File: src/rtl/commit_trace_if.sv
// commit_trace_if: bundles the two retire lanes and the trace port of
// commit_trace.
//   master : driven by the core/sink side (commit lanes, trace_ready)
//   slave  : the commit_trace block (drives trace_* outputs)
// The trace_time field exists only when COMMIT_TRACE_TIMESTAMP_EN is defined.
interface commit_trace_if #(
  parameter int TS_WIDTH = 32
);
  logic        commit0_valid;
  logic [31:0] commit0_pc;
  logic [4:0]  commit0_waddr;
  logic [31:0] commit0_wdata;
  logic        commit1_valid;
  logic [31:0] commit1_pc;
  logic [4:0]  commit1_waddr;
  logic [31:0] commit1_wdata;

  logic        trace_valid;
  logic        trace_ready;
  logic [31:0] trace_pc;
  logic [4:0]  trace_waddr;
  logic [31:0] trace_wdata;
  logic        trace_slot;
`ifdef COMMIT_TRACE_TIMESTAMP_EN
  logic [TS_WIDTH-1:0] trace_time;
`endif

  modport master (
    output commit0_valid, commit0_pc, commit0_waddr, commit0_wdata,
    output commit1_valid, commit1_pc, commit1_waddr, commit1_wdata,
    output trace_ready,
    input  trace_valid, trace_pc, trace_waddr, trace_wdata, trace_slot
`ifdef COMMIT_TRACE_TIMESTAMP_EN
    , input trace_time
`endif
  );

  modport slave (
    input  commit0_valid, commit0_pc, commit0_waddr, commit0_wdata,
    input  commit1_valid, commit1_pc, commit1_waddr, commit1_wdata,
    input  trace_ready,
    output trace_valid, trace_pc, trace_waddr, trace_wdata, trace_slot
`ifdef COMMIT_TRACE_TIMESTAMP_EN
    , output trace_time
`endif
  );
endinterface

File: src/rtl/commit_trace.sv
// commit_trace: dual-lane commit trace serializer.
// Collects integer register write-backs from two retire lanes (lane 0 older
// than lane 1) into a DEPTH-entry FIFO in program order and drains them one
// per cycle over a valid/ready trace port. Never stalls the core: entries
// that find no room are dropped and counted.
//
// Ports:
//   clock       rising-edge clock
//   reset       asynchronous active-low reset
//   clear       synchronous flush (FIFO, overflow, drop_count, timestamp)
//   bus         commit_trace_if.slave: commit lanes in, trace port out
//   overflow    sticky drop indicator
//   drop_count  saturating 16-bit count of dropped entries
//
// Optional feature: define COMMIT_TRACE_TIMESTAMP_EN to add a free-running
// TS_WIDTH timestamp stored with each entry and shown on bus.trace_time.
module commit_trace #(
  parameter int DEPTH    = 8,
  parameter int TS_WIDTH = 32
) (
  input  logic                 clock,
  input  logic                 reset,
  input  logic                 clear,
  commit_trace_if.slave        bus,
  output logic                 overflow,
  output logic [15:0]          drop_count
);

  localparam int PW = $clog2(DEPTH);
  localparam int CW = PW + 1;

  logic [31:0]      pc_q    [DEPTH];
  logic [4:0]       waddr_q [DEPTH];
  logic [31:0]      wdata_q [DEPTH];
  logic [DEPTH-1:0] slot_q;

  logic [PW-1:0] rd_ptr_q, rd_ptr_d;
  logic [PW-1:0] wr_ptr_q, wr_ptr_d;
  logic [PW-1:0] wr_ptr1;
  logic [CW-1:0] count_q, count_d;
  logic [CW-1:0] free;
  logic          overflow_q, overflow_d;
  logic [15:0]   drop_q, drop_d;
  logic [16:0]   drop_sum;
  logic [1:0]    n_drop;
  logic          elig0, elig1, push0, push1, drop0, drop1, pop;

`ifdef COMMIT_TRACE_TIMESTAMP_EN
  logic [TS_WIDTH-1:0] ts_q [DEPTH];
  logic [TS_WIDTH-1:0] tnow_q, tnow_d;
`endif

  always_comb begin
    elig0 = bus.commit0_valid && (bus.commit0_waddr != 5'd0);
    elig1 = bus.commit1_valid && (bus.commit1_waddr != 5'd0);
    // Free space is taken before this cycle's pop: a pop gives no credit.
    free  = CW'(DEPTH) - count_q;
    push0 = elig0 && (free != '0);
    // Lane 1 needs a second free slot only if lane 0 took one.
    push1 = elig1 && (free >= (push0 ? CW'(2) : CW'(1)));
    drop0 = elig0 && !push0;
    drop1 = elig1 && !push1;
    pop   = (count_q != '0) && bus.trace_ready;
    wr_ptr1 = push0 ? (wr_ptr_q + PW'(1)) : wr_ptr_q;
    n_drop  = {1'b0, drop0} + {1'b0, drop1};
    drop_sum = {1'b0, drop_q} + 17'(n_drop);

    if (clear) begin
      count_d    = '0;
      rd_ptr_d   = '0;
      wr_ptr_d   = '0;
      overflow_d = 1'b0;
      drop_d     = 16'd0;
    end else begin
      count_d    = count_q + CW'(push0) + CW'(push1) - CW'(pop);
      rd_ptr_d   = rd_ptr_q + PW'(pop);
      wr_ptr_d   = wr_ptr_q + PW'(push0) + PW'(push1);
      overflow_d = overflow_q | (n_drop != 2'd0);
      drop_d     = drop_sum[16] ? 16'hFFFF : drop_sum[15:0];
    end
  end

  always_ff @(posedge clock or negedge reset) begin
    if (!reset) begin
      count_q    <= '0;
      rd_ptr_q   <= '0;
      wr_ptr_q   <= '0;
      overflow_q <= 1'b0;
      drop_q     <= 16'd0;
    end else begin
      count_q    <= count_d;
      rd_ptr_q   <= rd_ptr_d;
      wr_ptr_q   <= wr_ptr_d;
      overflow_q <= overflow_d;
      drop_q     <= drop_d;
    end
  end

  always_ff @(posedge clock or negedge reset) begin
    if (!reset) begin
      for (int i = 0; i < DEPTH; i++) begin
        pc_q[i]    <= 32'd0;
        waddr_q[i] <= 5'd0;
        wdata_q[i] <= 32'd0;
      end
      slot_q <= '0;
    end else if (!clear) begin
      if (push0) begin
        pc_q[wr_ptr_q]    <= bus.commit0_pc;
        waddr_q[wr_ptr_q] <= bus.commit0_waddr;
        wdata_q[wr_ptr_q] <= bus.commit0_wdata;
        slot_q[wr_ptr_q]  <= 1'b0;
      end
      if (push1) begin
        pc_q[wr_ptr1]    <= bus.commit1_pc;
        waddr_q[wr_ptr1] <= bus.commit1_waddr;
        wdata_q[wr_ptr1] <= bus.commit1_wdata;
        slot_q[wr_ptr1]  <= 1'b1;
      end
    end
  end

`ifdef COMMIT_TRACE_TIMESTAMP_EN
  assign tnow_d = clear ? '0 : tnow_q + TS_WIDTH'(1);

  always_ff @(posedge clock or negedge reset) begin
    if (!reset) begin
      tnow_q <= '0;
      for (int i = 0; i < DEPTH; i++) ts_q[i] <= '0;
    end else begin
      tnow_q <= tnow_d;
      // Both lanes admitted in one cycle share the same stamp.
      if (!clear) begin
        if (push0) ts_q[wr_ptr_q] <= tnow_q;
        if (push1) ts_q[wr_ptr1]  <= tnow_q;
      end
    end
  end

  assign bus.trace_time = ts_q[rd_ptr_q];
`endif

  assign bus.trace_valid = (count_q != '0);
  assign bus.trace_pc    = pc_q[rd_ptr_q];
  assign bus.trace_waddr = waddr_q[rd_ptr_q];
  assign bus.trace_wdata = wdata_q[rd_ptr_q];
  assign bus.trace_slot  = slot_q[rd_ptr_q];
  assign overflow        = overflow_q;
  assign drop_count      = drop_q;

endmodule

File: src/flat_wrapper.sv
// flat-port wrapper written by rule: the top's interface ports become plain ports
module commit_trace_flat 
#(
  parameter int DEPTH    = 8,
  parameter int TS_WIDTH = 32
)
  (clock, reset, clear, overflow, drop_count, bus_commit0_valid, bus_commit0_pc, bus_commit0_waddr, bus_commit0_wdata, bus_commit1_valid, bus_commit1_pc, bus_commit1_waddr, bus_commit1_wdata, bus_trace_ready, bus_trace_valid, bus_trace_pc, bus_trace_waddr, bus_trace_wdata, bus_trace_slot);
  commit_trace_if #(.TS_WIDTH(TS_WIDTH)) bus_i ();
  input  logic clock;
  input  logic reset;
  input  logic clear;
  output logic overflow;
  output logic [15:0] drop_count;
  input wire logic [$bits(bus_i.commit0_valid)-1:0] bus_commit0_valid;
  input wire logic [$bits(bus_i.commit0_pc)-1:0] bus_commit0_pc;
  input wire logic [$bits(bus_i.commit0_waddr)-1:0] bus_commit0_waddr;
  input wire logic [$bits(bus_i.commit0_wdata)-1:0] bus_commit0_wdata;
  input wire logic [$bits(bus_i.commit1_valid)-1:0] bus_commit1_valid;
  input wire logic [$bits(bus_i.commit1_pc)-1:0] bus_commit1_pc;
  input wire logic [$bits(bus_i.commit1_waddr)-1:0] bus_commit1_waddr;
  input wire logic [$bits(bus_i.commit1_wdata)-1:0] bus_commit1_wdata;
  input wire logic [$bits(bus_i.trace_ready)-1:0] bus_trace_ready;
  output wire logic [$bits(bus_i.trace_valid)-1:0] bus_trace_valid;
  output wire logic [$bits(bus_i.trace_pc)-1:0] bus_trace_pc;
  output wire logic [$bits(bus_i.trace_waddr)-1:0] bus_trace_waddr;
  output wire logic [$bits(bus_i.trace_wdata)-1:0] bus_trace_wdata;
  output wire logic [$bits(bus_i.trace_slot)-1:0] bus_trace_slot;
  assign bus_i.commit0_valid = bus_commit0_valid;
  assign bus_i.commit0_pc = bus_commit0_pc;
  assign bus_i.commit0_waddr = bus_commit0_waddr;
  assign bus_i.commit0_wdata = bus_commit0_wdata;
  assign bus_i.commit1_valid = bus_commit1_valid;
  assign bus_i.commit1_pc = bus_commit1_pc;
  assign bus_i.commit1_waddr = bus_commit1_waddr;
  assign bus_i.commit1_wdata = bus_commit1_wdata;
  assign bus_i.trace_ready = bus_trace_ready;
  assign bus_trace_valid = bus_i.trace_valid;
  assign bus_trace_pc = bus_i.trace_pc;
  assign bus_trace_waddr = bus_i.trace_waddr;
  assign bus_trace_wdata = bus_i.trace_wdata;
  assign bus_trace_slot = bus_i.trace_slot;
  commit_trace #(.DEPTH(DEPTH), .TS_WIDTH(TS_WIDTH)) u_core (.clock(clock), .reset(reset), .clear(clear), .bus(bus_i), .overflow(overflow), .drop_count(drop_count));
endmodule
File: config.mk
export PLATFORM = sky130hd
export DESIGN_NAME = commit_trace_flat
export DESIGN_NICKNAME = d
export VERILOG_FILES = /design/src/rtl/commit_trace_if.sv /design/src/rtl/commit_trace.sv /design/src/flat_wrapper.sv
export SDC_FILE = /design/constraint.sdc
export NUM_CORES = 2
export LEC_CHECK = 0
export ABC_AREA = 0
export CORE_MARGIN = 10
export CORE_UTILIZATION = 54
export DETAILED_ROUTE_END_ITERATION = 10
export PLACE_DENSITY = 0.78
export SLEW_MARGIN = 40
export SYNTH_ARGS = -nofsm -noshare
export SYNTH_HDL_FRONTEND = slang
export SYNTH_SLANG_ARGS = --single-unit
export TNS_END_PERCENT = 10
File: constraint.sdc
create_clock -name clock -period 3.9 [get_ports clock]
set_input_delay 0.78 -clock clock [delete_from_list [all_inputs] [get_ports clock]]
set_output_delay 0.78 -clock clock [all_outputs]
set_load 0.005 [all_outputs]
Word level (Yosys, flattened, before mapping)
Cells that the tools add are included.
Widths: inputs -> output; s select.
{ "word_totals": {"regBits": 587, "wordCells": 125, "out_inout_bits": 88, "in_bits": 144} }
{ "classes": {"reduce_logical": 18, "bitwise_logic": 7, "magnitude_cmp": 11, "addsub": 10, "mux": 49} }
{ "ops": {"columns": ["operator", "count"], "rows": [
  ["$mux 256", 6],
  ["$bwmux 256", 4],
  ["$bmux 32 s3", 2],
  ["$demux 32 s3", 2],
  ["$mux 32", 6],
  ["$mux 40", 3],
  ["$bwmux 40", 2],
  ["$mux 16", 2],
  ["$demux 5 s3", 2],
  ["$mux 8", 3],
  ["$mux 5", 4],
  ["$add 16x2->17", 1],
  ["$bmux 5 s3", 1],
  ["$ge 4x4->1 const B", 3],
  ["$lt 3x4->1 const B", 3],
  ["$not 3->4", 3],
  ["$logic_and 1x1->1", 11],
  ["$reduce_bool 5->1", 2],
  ["$add 3x1->3", 3],
  ["$mux 3", 3],
  ["$add 4x1->4", 2],
  ["$and 8x8->8", 1],
  ["$lt 4x1->1 const B", 2],
  ["$not 8->8", 1],
  ["16 further kinds", 23]
]} }

Depth between registers and ports, before layout
{ "depth": {"word_depth": 12, "ltp_mapped": 22, "ltp_nobuf": 22} }

Worst setup path before layout
Ideal clock, no wire load.
{ "synth_timing": {"kind": "input to register", "startpoint": "input bus_commit0_waddr[1]", "endpoint": "register u_core.drop_q[10] (netlist: u_core.drop_count[10])", "path_buffers": 1, "setup_slack_ps": -700, "required_ps": 3763, "path_stages": 19, "arrival_ps": 4463, "setup_ps": 137, "cell_sequence": "or4_1 -> o21ai_1 -> a21oi_4 -> inv_4 -> ha_1 -> o21ai_0 -> nand3_1 -> nor2_1 -> inv_1 -> ha_1 -> ha_1 -> fa_1 -> nand3_1 -> nor2_1 -> nand3_1 -> nor2_1 -> nand3_1 -> clkbuf_1 -> a21oi_1"} }
{ "synth_via": {"elab_chain_cells": 12, "word_cells_on_any_way": 14, "classes_between": "add/sub (2); order compare (1); mux (3); reduce/logical (8)"} }
{ "synth_rtl": {"columns": ["item", "line", "source"], "rows": [
  ["start: declaration", "flat_wrapper.sv:16", "input wire logic [$bits(bus_i.commit0_waddr)-1:0] bus_commit0_waddr;"],
  ["$reduce_bool 5->1 (*)", "commit_trace.sv:54", "elig0 = bus.commit0_valid && (bus.commit0_waddr != 5'd0);"],
  ["$logic_and 1x1->1 (*)", "commit_trace.sv:54", null],
  ["$logic_and 1x1->1", "commit_trace.sv:58", "push0 = elig0 && (free != '0);"],
  ["$mux 2", "commit_trace.sv:60", "push1 = elig1 && (free >= (push0 ? CW'(2) : CW'(1)));"],
  ["$ge 4x4->1", "commit_trace.sv:60", null],
  ["$logic_and 1x1->1", "commit_trace.sv:60", null],
  ["$logic_not 1->1", "commit_trace.sv:62", "drop1 = elig1 && !push1;"],
  ["$logic_and 1x1->1", "commit_trace.sv:62", null],
  ["$add 1x1->2 (*)", "commit_trace.sv:65", "n_drop = {1'b0, drop0} + {1'b0, drop1};"],
  ["$add 16x2->17 (*)", "commit_trace.sv:66", "drop_sum = {1'b0, drop_q} + 17'(n_drop);"],
  ["$mux 16 (*)", "commit_trace.sv:79", "drop_d = drop_sum[16] ? 16'hFFFF : drop_sum[15:0];"],
  ["$mux 16 (*)", "commit_trace.sv:68", "if (clear) begin"],
  ["via u_core.drop_d[10]", "commit_trace.sv:43", "logic [15:0] drop_q, drop_d;"],
  ["end signal: assignment", "commit_trace.sv:95", "drop_q <= drop_d;"],
  ["end: declaration", "commit_trace.sv:43", null]
]} }
The timed path passes the listed nets; every way through them passes the cells marked *.
A chain may end at the register's enable or synchronous reset.

Worst setup path after layout
{ "layout_timing": {"startpoint": "register u_core.rd_ptr_q[0]", "endpoint": "output bus_trace_wdata[24]"} }
{ "layout_via": {"elab_chain_cells": 4} }
{ "layout_rtl": {"columns": ["item", "line", "source"], "rows": [
  ["start: declaration", "commit_trace.sv:37", "logic [PW-1:0] rd_ptr_q, rd_ptr_d;"],
  ["start signal: assignment", "commit_trace.sv:92", "rd_ptr_q <= rd_ptr_d;"],
  ["$not 3->4 (implied by the code)", "commit_trace.sv:146", "assign bus.trace_wdata = wdata_q[rd_ptr_q];"],
  ["$bmux 32 s3", "commit_trace.sv:146", null],
  ["$mux 32 (implied by the code) (2 in a row)", "commit_trace.sv:146", null],
  ["end: declaration", "flat_wrapper.sv:26", "output wire logic [$bits(bus_i.trace_wdata)-1:0] bus_trace_wdata;"]
]} }
No other way between the ends. The select of a mux whose other input is x is not followed.

==> impl_metrics.tcl <==
set metrics [dict create \
    status "finished clean" \
    cts_inserted_buffers 60 \
    period_minus_slack_ps 3833 \
    fillers 3878 \
    cts_tree "yes" \
    async_flop_share_pct 100.0 \
    dieHeight_um 257.0 \
    cts_buffer_depth 3 \
    cts_num_sinks 587 \
    yosysMostFrequentCell "dfrtp_1" \
    num_vias 25988 \
    antenna_found_initial 1 \
    cts.reportedPaths.clkPinSlew_ps 70 \
    synth_common_cells "587 x dfrtp_1, 392 x nand2_1, 359 x o221a_2, 156 x clkbuf_1, 140 x mux4_2" \
    start_kind "flop" \
    grt_max_degree 154 \
    area_delta_synth_final_pct 22.18 \
    finalSetupTns_ps 0 \
    crit_slowest_cell "dfrtp_4" \
    drive_gt1_share_pct 34.20 \
    die-area_um2 66060 \
    rows 86 \
    synth_warnings 0 \
    min_period_over_period_pct 98.27 \
    post_drt_wl_per_cell_um 29.88 \
    gr-total-overflow 0 \
    finClkSkew_ps 28.76 \
    grt_first_pass_wirelength_um 164000 \
    diodes 0 \
    ant_nets 0 \
    synth_area_um2 30340 \
    synth_top_cell_by_area "dfrtp_1" \
    maxSlewHeadroom_pct 49.21 \
    drtPass1Iterations 6 \
    rr_startpoint "u_core.count_q[1]$_DFF_PN0_" \
    vdd_drop_max_v 0.0005079 \
    synth_edf_count 0 \
    clk_latency_ps 650 \
    synthDistinctLibCells 58 \
    wl_um 107300 \
    cpPeakStageDelay_ps 650 \
    gp_congestion 0.8984 \
    syn_area_per_cell_um2 11.66 \
    numPortBuffers 231 \
    max_cap_viol_count 0 \
    startpoint "u_core.rd_ptr_q[0]$_DFF_PN0_" \
    hold_path_class "primary input to async pin" \
    end_kind "primary output" \
    cts_root_buffer "clkbuf_16" \
    routed_via_density 7.239 \
    synth_flop_cell "dfrtp_1" \
    p_per_area_nw_per_um2 781.4 \
    fmax_mhz 260.9 \
    cts_hold_buf 0 \
    place_inst 3478 \
    grt_pass1_vias 26868 \
    path_buf_inv 2 \
    synth_cells 2603 \
    worst_pin_slew_ps 761.8 \
    critical_path_class "flop to primary output" \
    synthTopCellsByArea "dfrtp_1 48%, o221a_2 13%, mux4_2 10%" \
    synth.top_cell.area_share_pct 48.42 \
    fin_nets 2959 \
    ys_seq_area_share_pct 48.42 \
    fin_ws_ps 67.31 \
    cp_top_family "multiplexers" \
    start_util_pct 54.75 \
    hold_viol 0 \
    worstPathArrival_ps 3050 \
    drtIter0Drc 3551 \
    track_usage_pct 31.68 \
    drc 0 \
    hpwl_um 66780 \
    place_ws_ps -827.4 \
    leakagePower_nw 14.46 \
    setup_viol 0 \
    cp_cell_sequence "buf_4 > mux4_2 > mux2_2 > clkdlybuf4s50_1" \
    io_pins 232 \
    maxSlewViolCount 0 \
    ys_ff_latch 587 \
    hold_slack_ps 51.83 \
    rsz0062_at_grt "yes" \
    instances_no_fill 3590 \
    critPathMaxFanout 15 \
    die_w_um 257.0 \
    core_area_um2 55420 \
    synth_nets 2767 \
    crit_required_ps 3120 \
    cts_max_level 2 \
]
## power breakdown
| part | internal, mW | switching, mW | total [mW] |
|---|---|---|---|
| clock | 3.63 | 2.57 | 6.21 |
| combinational | 7.05 | 5.27 | 12.3 |
| sequential | 8.71 | 1.73 | 10.4 |
| total | 19.4 | 9.57 | 29.0 |
## cells by family after synthesis
group	synth area share, %
XOR/XNOR	0.4908
multiplexers	13.09
AND/OR/NAND/NOR	8.516
buffers and inverters	4.895
flip-flops	48.42
adder cells (fa/ha/maj)	0.9238
AO/OA/AOI/OAI	23.66
## per-layer routing
metal  global-route usage, %  share of wire (%)
met5                       0              0.011
met4                   15.63                5.1
met3                   8.602                 13
met2                   49.46                 46
met1                   40.31                 36
## final timing paths
check                                                  endpoint  slack, ps  cells past startpoint
worst max register to register  u_core.drop_count[14]$_DFF_PN0_        170                     22
min in group clock                 u_core.slot_q[7]$_DFFE_PN0N_        490                      2
worst max-delay path                        bus_trace_wdata[24]         70                      4
max in group asynchronous       u_core.wdata_q[150]$_DFFE_PN0N_       2590                      3
worst min register to register     u_core.slot_q[7]$_DFFE_PN0N_        490                      2
worst min-delay path               u_core.pc_q[147]$_DFFE_PN0N_         50                      1
## state kept, by name, indices dropped and copies added (netlist names)
register and flops:
u_core.rd_ptr_q 3, u_core.slot_q 8, u_core.wdata_q 256, u_core.waddr_q 40, u_core.overflow 1, u_core.wr_ptr_q 3
u_core.count_q 4, u_core.drop_count 16, u_core.pc_q 256
## per-stage QoR
stage	util [%]	total power [mW]	area [um^2]
2_1_floorplan	-	17.33	30430
5_1_grt	66.89	30.10	37070
3_5_place_dp	62.82	22.46	34810
6_report	66.89	28.97	37070
4_1_cts	66.67	28.72	36940
3_3_place_gp	62.75	21.91	34770
## cell usage in the layout, fill, tap and decap left out, types with 5 or more instances in the layout
master / count
xor2_1: 7
bufinv_16: 7
clkinv_2: 11
buf_12: 62
nor2_1: 84
a21oi_4: 7
clkbuf_8: 14
buf_4: 108
mux4_2: 140
o21a_1: 70
clkdlybuf4s50_1: 225
nor2b_1: 8
a21oi_1: 67
inv_1: 89
nand3_1: 7
o221a_1: 7
mux2_2: 71
or2_2: 64
o22ai_1: 62
a22oi_1: 63
o22a_1: 69
xnor2_1: 10
or2_1: 7
nor2_4: 5
clkbuf_1: 7
nand3_4: 5
o21ai_0: 32
o2bb2ai_1: 40
ha_1: 12
o221a_2: 359
dfrtp_1: 584
clkbuf_16: 62
nand2_1: 388
## layout make-up
cell class / count / area [um^2] / area share [%]
tap: 748 / 935.9 / 2.525
multi-input combinational: 1647 / 14500 / 39.10
inverter: 93 / 351.6 / 0.9485
sequential: 587 / 14700 / 39.66
timing repair buffer: 406 / 4473 / 12.07
clock buffer: 83 / 1770 / 4.776
clock inverter: 26 / 342.8 / 0.9248
## what timing repair did
action | in CTS | in global routing
setup endpoints to repair | 15 | 23
gates resized for setup | 3 | 14
pin swaps | 4 | 6
setup buffers | 0 | 1
gates cloned | 0 | 1
No activity file was read; power rests on OpenSTA's default activity.
==> edit: new RTL, same flow settings <==
`DEPTH` is set to 8 in 2 places; all go to 4.
--- a/src/rtl/commit_trace.sv
+++ b/src/rtl/commit_trace.sv
@@ -15,7 +15,7 @@
 // Optional feature: define COMMIT_TRACE_TIMESTAMP_EN to add a free-running
 // TS_WIDTH timestamp stored with each entry and shown on bus.trace_time.
 module commit_trace #(
-  parameter int DEPTH    = 8,
+  parameter int DEPTH    = 4,
   parameter int TS_WIDTH = 32
 ) (
   input  logic                 clock,
--- a/src/flat_wrapper.sv
+++ b/src/flat_wrapper.sv
@@ -1,7 +1,7 @@
 // flat-port wrapper written by rule: the top's interface ports become plain ports
 module commit_trace_flat 
 #(
-  parameter int DEPTH    = 8,
+  parameter int DEPTH    = 4,
   parameter int TS_WIDTH = 32
 )
   (clock, reset, clear, overflow, drop_count, bus_commit0_valid, bus_commit0_pc, bus_commit0_waddr, bus_commit0_wdata, bus_commit1_valid, bus_commit1_pc, bus_commit1_waddr, bus_commit1_wdata, bus_trace_ready, bus_trace_valid, bus_trace_pc, bus_trace_waddr, bus_trace_wdata, bus_trace_slot);
Formal check against the unedited RTL: not equivalent (Yosys sat finds a counterexample within 4 cycles, from zero or initial values and one cycle with reset low).
==> edit against the unedited design <==
Area after synthesis down 32%. Cell area decreased by 34%. Routed wire length down 34%. Global-route usage shrank 2.3 points. Power is 31% lower. Utilization fell by 1.7 points. Worst setup slack better by 110 ps. Via count shrank 20%. Sequential cell count down 283. Hold slack improved by 190 ps. Highest routed layer is now met4.
==> edit: results (changes against the unedited design) <==
[pwr]
switchingPower_mw=8.65  ; was 9.57 mW
clkPwrFrac=0.167  ; was 0.214
irDropWorstVdd_v=0.000841  ; was 0.000508 V

[timing]
worst_pin_slew_ps=812  ; was 762 ps
whs_ps=246  ; was 51.8 ps
min_period_ps=3730  ; was 3830 ps

[route]
drtIter0Drc=2651  ; was 3,551
met2_length_um=33300  ; was 49,000 µm
routed-wl-met3_um=6800  ; was 13,900 µm
dr_total_vias=20900  ; was 26.0k

[global_route]
grtUsageMet2=0.471  ; was 0.495
antenna_found_initial=0  ; was 1

[worst_setup_path]
arrival_ps=4120  ; was 3050 ps
rrSetupSlack_ps=200  ; was 170 ps
rr_worst_depth=19  ; was 22
cp_slowest_cell=clkdlybuf4s50_1  ; was dfrtp_4
worst-path-max-fanout=4  ; was 15
max_stage_delay_ps=420  ; was 650 ps

[cells_and_area]
nets=2809  ; was 2,959
fillers=3043  ; was 3,878

[yosys]
netlist-cell-type-count=38  ; was 58

[place]
hpwl_um=40400  ; was 66,800 µm
dp_slack_ps=-523  ; was -827 ps
place_area_mm2=0.0233  ; was 0.0348 mm²
dp_cells=3115  ; was 3,478
place_congestion=0.897  ; was 0.898

[run_status]
status=complete, no violations  ; unchanged

[edit: cell count changes after synthesis, sizes merged, moves of 77 or more]
cell   before  now
inv        92   15
nand2     394  284
nand3      14  561
and2        2  276
o221a     366    0
o22ai      62  276
dfrtp     587  304
nor2       90  293
[edit: area by class of cell]
cell class                 count  area [µm²]  area share
inverter                      15        63.8     0.00261
tap                          511         639      0.0261
clock buffer                  52        1060      0.0434
timing repair buffer         294        3160       0.129
multi-input combinational   1994       11900       0.485
sequential                   304        7610       0.311
clock inverter                11        80.1     0.00327
[edit: cells by family (layout without fill, tap and decap cells)]
| logic type | count (synthesis) | count (layout) | share of synthesized area |
|---|---|---|---|
| buffers and inverters | 260 | 372 | 0.0584 |
| flip-flops | 304 | 304 | 0.371 |
| AO/OA/AOI/OAI | 308 | 308 | 0.0933 |
| AND/OR/NAND/NOR | 1572 | 1572 | 0.375 |
| XOR/XNOR | 14 | 14 | 0.00598 |
| multiplexers | 81 | 81 | 0.0834 |
| adder cells (fa/ha/maj) | 19 | 19 | 0.0131 |
